`src/rtl/integrate_dump.sv`:
```
// Integrate-and-dump: accumulates len signed samples into an m-bit wrapping sum,
// then presents the sum with a sticky signed-overflow flag until it is consumed.
module integrate_dump #(
  parameter int n    = 16,
  parameter int m    = 24,
  parameter int len  = 256,
  parameter int cont = 0
) (
  input  logic         clk,
  input  logic         clr,
  input  logic         start,
  input  logic [n-1:0] in,
  input  logic         in_valid,
  output logic         in_ready,
  output logic [m-1:0] out,
  output logic         out_valid,
  input  logic         out_ready,
  output logic         busy,
  output logic         ovf
);

  localparam int cw = $clog2(len + 1);
  localparam logic [cw-1:0] last = cw'(len - 1);
  localparam bit cont_on = (cont != 0);

  typedef enum logic [1:0] {IDLE, INTEG, DUMP} state_t;

  state_t        state;
  logic [m-1:0]  acc;
  logic [cw-1:0] cnt;
  logic          wflag;
  logic [m:0]    sum;
  logic          sum_ovf;

  // One guard bit: the true signed result overflowed when it disagrees with bit m-1.
  assign sum     = {acc[m-1], acc} + {{(m + 1 - n){in[n-1]}}, in};
  assign sum_ovf = sum[m] ^ sum[m-1];

  always_ff @(posedge clk or posedge clr) begin
    if (clr) begin
      state     <= IDLE;
      acc       <= '0;
      cnt       <= '0;
      wflag     <= 1'b0;
      out       <= '0;
      out_valid <= 1'b0;
      ovf       <= 1'b0;
      in_ready  <= 1'b0;
      busy      <= 1'b0;
    end else begin
      case (state)
        IDLE: begin
          if (start || cont_on) begin
            state    <= INTEG;
            acc      <= '0;
            cnt      <= '0;
            wflag    <= 1'b0;
            in_ready <= 1'b1;
            busy     <= 1'b1;
          end
        end
        INTEG: begin
          if (in_valid) begin
            acc   <= sum[m-1:0];
            wflag <= wflag | sum_ovf;
            cnt   <= cnt + cw'(1);
            if (cnt == last) begin
              out       <= sum[m-1:0];
              ovf       <= wflag | sum_ovf;
              out_valid <= 1'b1;
              in_ready  <= 1'b0;
              state     <= DUMP;
            end
          end
        end
        DUMP: begin
          if (out_ready) begin
            out_valid <= 1'b0;
            if (start || cont_on) begin
              state    <= INTEG;
              acc      <= '0;
              cnt      <= '0;
              wflag    <= 1'b0;
              in_ready <= 1'b1;
            end else begin
              state    <= IDLE;
              in_ready <= 1'b0;
              busy     <= 1'b0;
            end
          end
        end
        default: begin
          state    <= IDLE;
          in_ready <= 1'b0;
          busy     <= 1'b0;
        end
      endcase
    end
  end

endmodule

```
`config.mk`:
```
export PLATFORM = sky130hd
export DESIGN_NAME = integrate_dump
export DESIGN_NICKNAME = d
export VERILOG_FILES = /design/src/rtl/integrate_dump.sv
export SDC_FILE = /design/constraint.sdc
export NUM_CORES = 1
export LEC_CHECK = 0
export CORE_ASPECT_RATIO = 1.25
export CORE_MARGIN = 5
export CORE_UTILIZATION = 40
export CTS_CLUSTER_DIAMETER = 120
export DETAILED_ROUTE_END_ITERATION = 7
export HOLD_SLACK_MARGIN = 0.15
export MAX_ROUTING_LAYER = met4
export PLACE_DENSITY = 0.65
export SLEW_MARGIN = 0
export SYNTH_ARGS = -nofsm -noshare
export SYNTH_HDL_FRONTEND = slang
export SYNTH_SLANG_ARGS = --single-unit
```
`constraint.sdc`:
```
create_clock -name clk -period 3.4 [get_ports clk]
set_input_delay 1.02 -clock clk [delete_from_list [all_inputs] [get_ports clk]]
set_output_delay 1.02 -clock clk [all_outputs]
set_load 0.1 [all_outputs]
```
After elaboration in Yosys (flattened, before gate mapping)
Cells that the tools add are included.
{"block": "totals", "register_bits": 64, "latch_bits": 0, "mem_bits_rw": 0, "rom_bits": 0, "input_bits": 21, "word_cells": 61, "n_memories": 0}
{"block": "classes", "n_addsub": 2, "mul": 0, "div_mod_pow": 0, "order_cmp": 0, "eq_ne": 8, "n_shift": 0, "mux": 31, "n_bitwise": 3, "n_reduce_logical": 8}
{"operator": "$mux 24", "count": 3}
{"operator": "$pmux 24 s3", "count": 1}
{"operator": "$mux 9", "count": 3}
{"operator": "$pmux 9 s3", "count": 1}
{"operator": "$add 24x16->25", "count": 1}
{"operator": "$mux 1", "count": 14}
{"operator": "$reduce_and 4->1", "count": 3}
{"operator": "$ne 2x2->1 const B", "count": 5}
{"operator": "$add 9x1->9 const B", "count": 1}
{"operator": "$eq 9x8->1 const B", "count": 1}
{"operator": "$pmux 1 s3", "count": 3}
{"operator": "$mux 2", "count": 4}
{"operator": "$pmux 2 s3", "count": 1}
{"operator": "$reduce_and 3->1", "count": 2}
{"operator": "$reduce_bool 3->1", "count": 1}
{"operator": "$eq 2x1->1 const B", "count": 1}
{"operator": "$eq 2x2->1 const B", "count": 1}
{"operator": "$logic_not 2->1", "count": 1}
{"operator": "$pmux 1 s2", "count": 1}
{"operator": "$reduce_bool 2->1", "count": 1}
{"operator": "$not 1->1", "count": 1}
{"operator": "$or 1x1->1", "count": 1}
{"operator": "$xor 1x1->1", "count": 1}

Longest topological paths before layout
Gate-level depths: netlist of run 1.
{"block": "logic_depth", "depth_word": 5, "mapped_depth": 9}

Worst setup path after synthesis of run 1
OpenSTA, ideal clock, no wires.
{"block": "synth_timing", "path_kind": "input to register", "startpoint": "input in[0]", "endpoint": "register out[18]", "arrival_time_ps": 2894, "t_required_ps": 3271, "slack_ps": 376, "stages": 9, "path_cell_list": "ha_1 fa_1 a211oi_2 nor2_1 a41o_1 a21bo_2 a31oi_1 xor2_1 o21ai_1"}
{"block": "synth_via", "elab_chain_len": 1}
{"item": "start: declaration", "line_no": "12", "source": "input logic [n-1:0] in,"}
{"item": "$add 24x16->25", "line_no": "36", "source": "assign sum = {acc[m-1], acc} + {{(m + 1 - n){in[n-1]}}, in};"}
{"item": "end signal: assignment", "line_no": "68", "source": "out <= sum[m-1:0];"}
{"item": "end: declaration", "line_no": "15", "source": "output logic [m-1:0] out,"}
Every way passes these cells.
A chain may end at the register's enable or synchronous reset.

Worst setup path after layout of run 1
{"block": "layout_timing", "startpoint": "input in[0]", "endpoint": "register acc[18]"}
{"block": "layout_via", "elab_chain_len": 3}
{"item": "$add 24x16->25", "line_no": "36"}
{"item": "$mux 24", "line_no": "63", "source": "if (in_valid) begin"}
{"item": "$pmux 24 s3", "line_no": "51", "source": "case (state)"}
{"item": "end signal: assignment", "line_no": "64", "source": "acc <= sum[m-1:0];"}
{"item": "end: declaration", "line_no": "29", "source": "logic [m-1:0] acc;"}
Every way passes these cells. The select of a mux whose other input is x is not followed.

==> results of run 1 <==
cell type report:
| type | instances | area share, % |
|---|---|---|
| clock inverters | 3 | 1.33 |
| inverters | 10 | 0.768 |
| flip-flops and latches | 64 | 32.8 |
| multi-input cells | 316 | 41.7 |
| clock buffers | 13 | 5.12 |
| well taps | 123 | 3.15 |
| repair buffers | 90 | 15.1 |
final timing paths:
kind | start | end | slack [ns] | cells after the start
max | in[0] | acc[18] | 0.17 | 10
min | cnt[8] | cnt[8] | 0.47 | 2
max reg2reg | acc[0] | acc[18] | 0.91 | 9
min reg2reg | cnt[8] | cnt[8] | 0.47 | 2
max in group asynchronous | clr | out[17] | 1.71 | 3
min in group asynchronous | clr | out[1] | 1.08 | 2
state kept, by name, indices dropped and copies added, names as in the netlist:
| name | count |
|---|---|
| busy | 1 |
| state | 2 |
| out_valid | 1 |
| acc | 24 |
| ovf | 1 |
| wflag | 1 |
| out | 24 |
| in_ready | 1 |
| cnt | 9 |
routing by layer:
layer	vias up	part of all wire, %	GRT usage [%]
met1	1546	44	20.1
li1	1625	-	-
met4	0	2.4	9.31
met3	15	3.3	2.71
met5	-	0	-
met2	51	51	28.9
Yosys cell counts, drive strengths merged, types with 2 or more instances:
master,count
o211ai,4
o31ai,4
a211oi,3
o21ai,68
clkbuf,13
and3,8
ha,26
o21bai,2
dfrtp,64
nand4,7
a41oi,2
nand2,72
mux2i,2
inv,10
or3,2
a21oi,32
a22o,2
mux2,2
nand3,4
a21o,7
buf,6
nor2,19
a31oi,6
xnor2,7
xor2,20
cells by family after synthesis:
group                      after synthesis  share of synthesized area (%)
xor gates and xnor gates                27                           6.26
AOI/OAI and AO/OA                      140                           23.9
and+or+nand+nor                        118                           13.5
buffers and inverters                   29                           3.71
DFF                                     64                           42.4
muxes                                    4                           1.13
adders and majority gates               27                           9.14
through the flow:
step           hold slack (ns)  total power [W]  cell area [um2]  instances  setup WS [ns]
2_1_floorplan            0.449          0.00242             3780        409          0.376
3_3_place_gp             0.462          0.00305             4570        603         -0.131
3_5_place_dp             0.466          0.00309             4570        603         -0.160
4_1_cts                  0.478          0.00410             4880        619          0.153
5_1_grt                  0.508          0.00438             4880        619         0.0273
6_report                 0.473          0.00406             4880        619          0.170
where the power goes:
| group | leakage, nW | total, W | internal (W) | switching, W |
|---|---|---|---|---|
| sequential | 0.831 | 0.00105 | 0.000937 | 0.000112 |
| combinational | 1.32 | 0.00204 | 0.000915 | 0.00112 |
| clock | 0.154 | 0.000977 | 0.000660 | 0.000317 |
critical path, cell delays in order:
cell and delay (ns):
clkdlybuf4s50_1 0.41, ha_1 0.23, fa_1 0.42, a211oi_2 0.23, nor2_1 0.07, a41o_1 0.27, a21bo_2 0.25, a31oi_1 0.20
xor2_1 0.21, o21ai_1 0.08
==> run_results.csv, run 1 <==
group,metric,value,unit
detailed_routing,ant_nets,0,
clock_tree,cts_buffer_depth,2,
clock_tree,cts_tree,"yes",
placement,numPortBuffers,48,
timing,setup_viol,0,
critical_path,critPathKind,"in2reg",
synthesis,yosys-top-cells-area,"dfrtp_1 42%, ha_1 8.6%, o21ai_0 8.1%, nand2_1 7.1%, xor2_1 4.6%",
timing,relSlewSlack,45.7,%
clock_tree,cts_hold_buffers,0,
timing,fin_worst_skew,0.00391,ns
cells_and_area,area_growth,29.2,%
synthesis,synth_nets,457,
cells_and_area,drive_gt1_share,20.8,%
synthesis,yosysTopAreaCell,"dfrtp_1",
critical_path,end_kind,"flop",
clock_tree,cts-root-buf,"clkbuf_16",
detailed_routing,vias_per_cell,5.23,
critical_path,crit_path_max_fanout,5,
synthesis,ys_seq_area_share,42.4,%
floorplanning,initial_core_util,41.2,%
floorplanning,fp.dieH,119,um
synthesis,yosys_register_bits,64,
detailed_routing,drc,0,
detailed_routing,drt-pass1-iter-count,5,
cells_and_area,nFillCells,887,
detailed_routing,routedWlPerCell,14.7,um
synthesis,synthArstFlopShare,100,%
global_route,grt_antenna_before_repair,0,
detailed_routing,drt_iter0_drc,109,
timing,finalSetupTns,0,ns
floorplanning,die_w,96.9,um
floorplanning,coreArea,9170,um2
cells_and_area,layout_common_cells,"72 x nand2_1, 69 x buf_4, 64 x dfrtp_1, 61 x o21ai_0, 28 x a21oi_1",
cells_and_area,multi_input_area,2040,um2
floorplanning,rows,39,
synthesis,synthFlopType,"dfrtp_1",
cells_and_area,register_area,1600,um2
synthesis,syn_inst,409,
synthesis,yosys.area.top_type_share,42.4,%
timing,drv_slew,0,
detailed_routing,num_vias,3237,
cells_and_area,nets,539,
synthesis,synthDistinctLibCells,54,
cells_and_area,final_common_cell,"nand2_1",
placement,routabilityCongestion,0.878,
clock_tree,htree_levels,3,
power_and_ir_drop,powerDensity,832,nW/um2
clock_tree,insertion_delay,0.33,ns
synthesis,avgSynthCellArea,9.24,um2
detailed_routing,drt-total-wl,9100,um
clock_tree,clkTransAtPathRegs,0.05,ns
timing,finalCritPeriodShare,95.0,%
outcome,status,"finished, final reports clean",
clock_tree,post_cts_buffers,0,
clock_tree,numCtsBuffers,9,
global_route,grt_max_degree,38,
global_route,track_usage,17.4,%
clock_tree,clock_sinks,64,
power_and_ir_drop,leakagePower,2.30,nW
clock_tree,cts_resized,0,
global_route,grt_pass1_vias,3285,
power_and_ir_drop,irDropWorstVdd,0.332,mV
critical_path,worstPathRequired,3.58,ns
floorplanning,io_pins,49,
critical_path,startpoint_type,"input port",
timing,rsz0062_at_grt,"no",
placement,dpl.hpwl,6910,um
cells_and_area,antenna_cells,0,
timing,hold_viol_final,0,
cells_and_area,final_core_util,53.2,%
critical_path,critPathArrivalTime,3.41,ns
floorplanning,die_area,11500,um2
synthesis,synth-edff-count,0,
synthesis,synth_warnings,0,
run,cap_violations,0,
timing,finalCriticalPeriod,3.23,ns
synthesis,syn-cell-area,3780,um2
timing,worst_pin_slew,0.813,ns
timing,fmax,310,MHz
global_route,grt-ovfl-total,0,
global_route,grt_first_pass_wirelength,15800,um
hold_path,hold_path.class,"reg2reg",
(Power assumes the default switching activity.)
==> run 2: changes to the inputs <==
HOLD_SLACK_MARGIN = 0.06   (was 0.15)
==> results of run 2 <==
Final layout, timing and power as in run 1 (identical DEF).
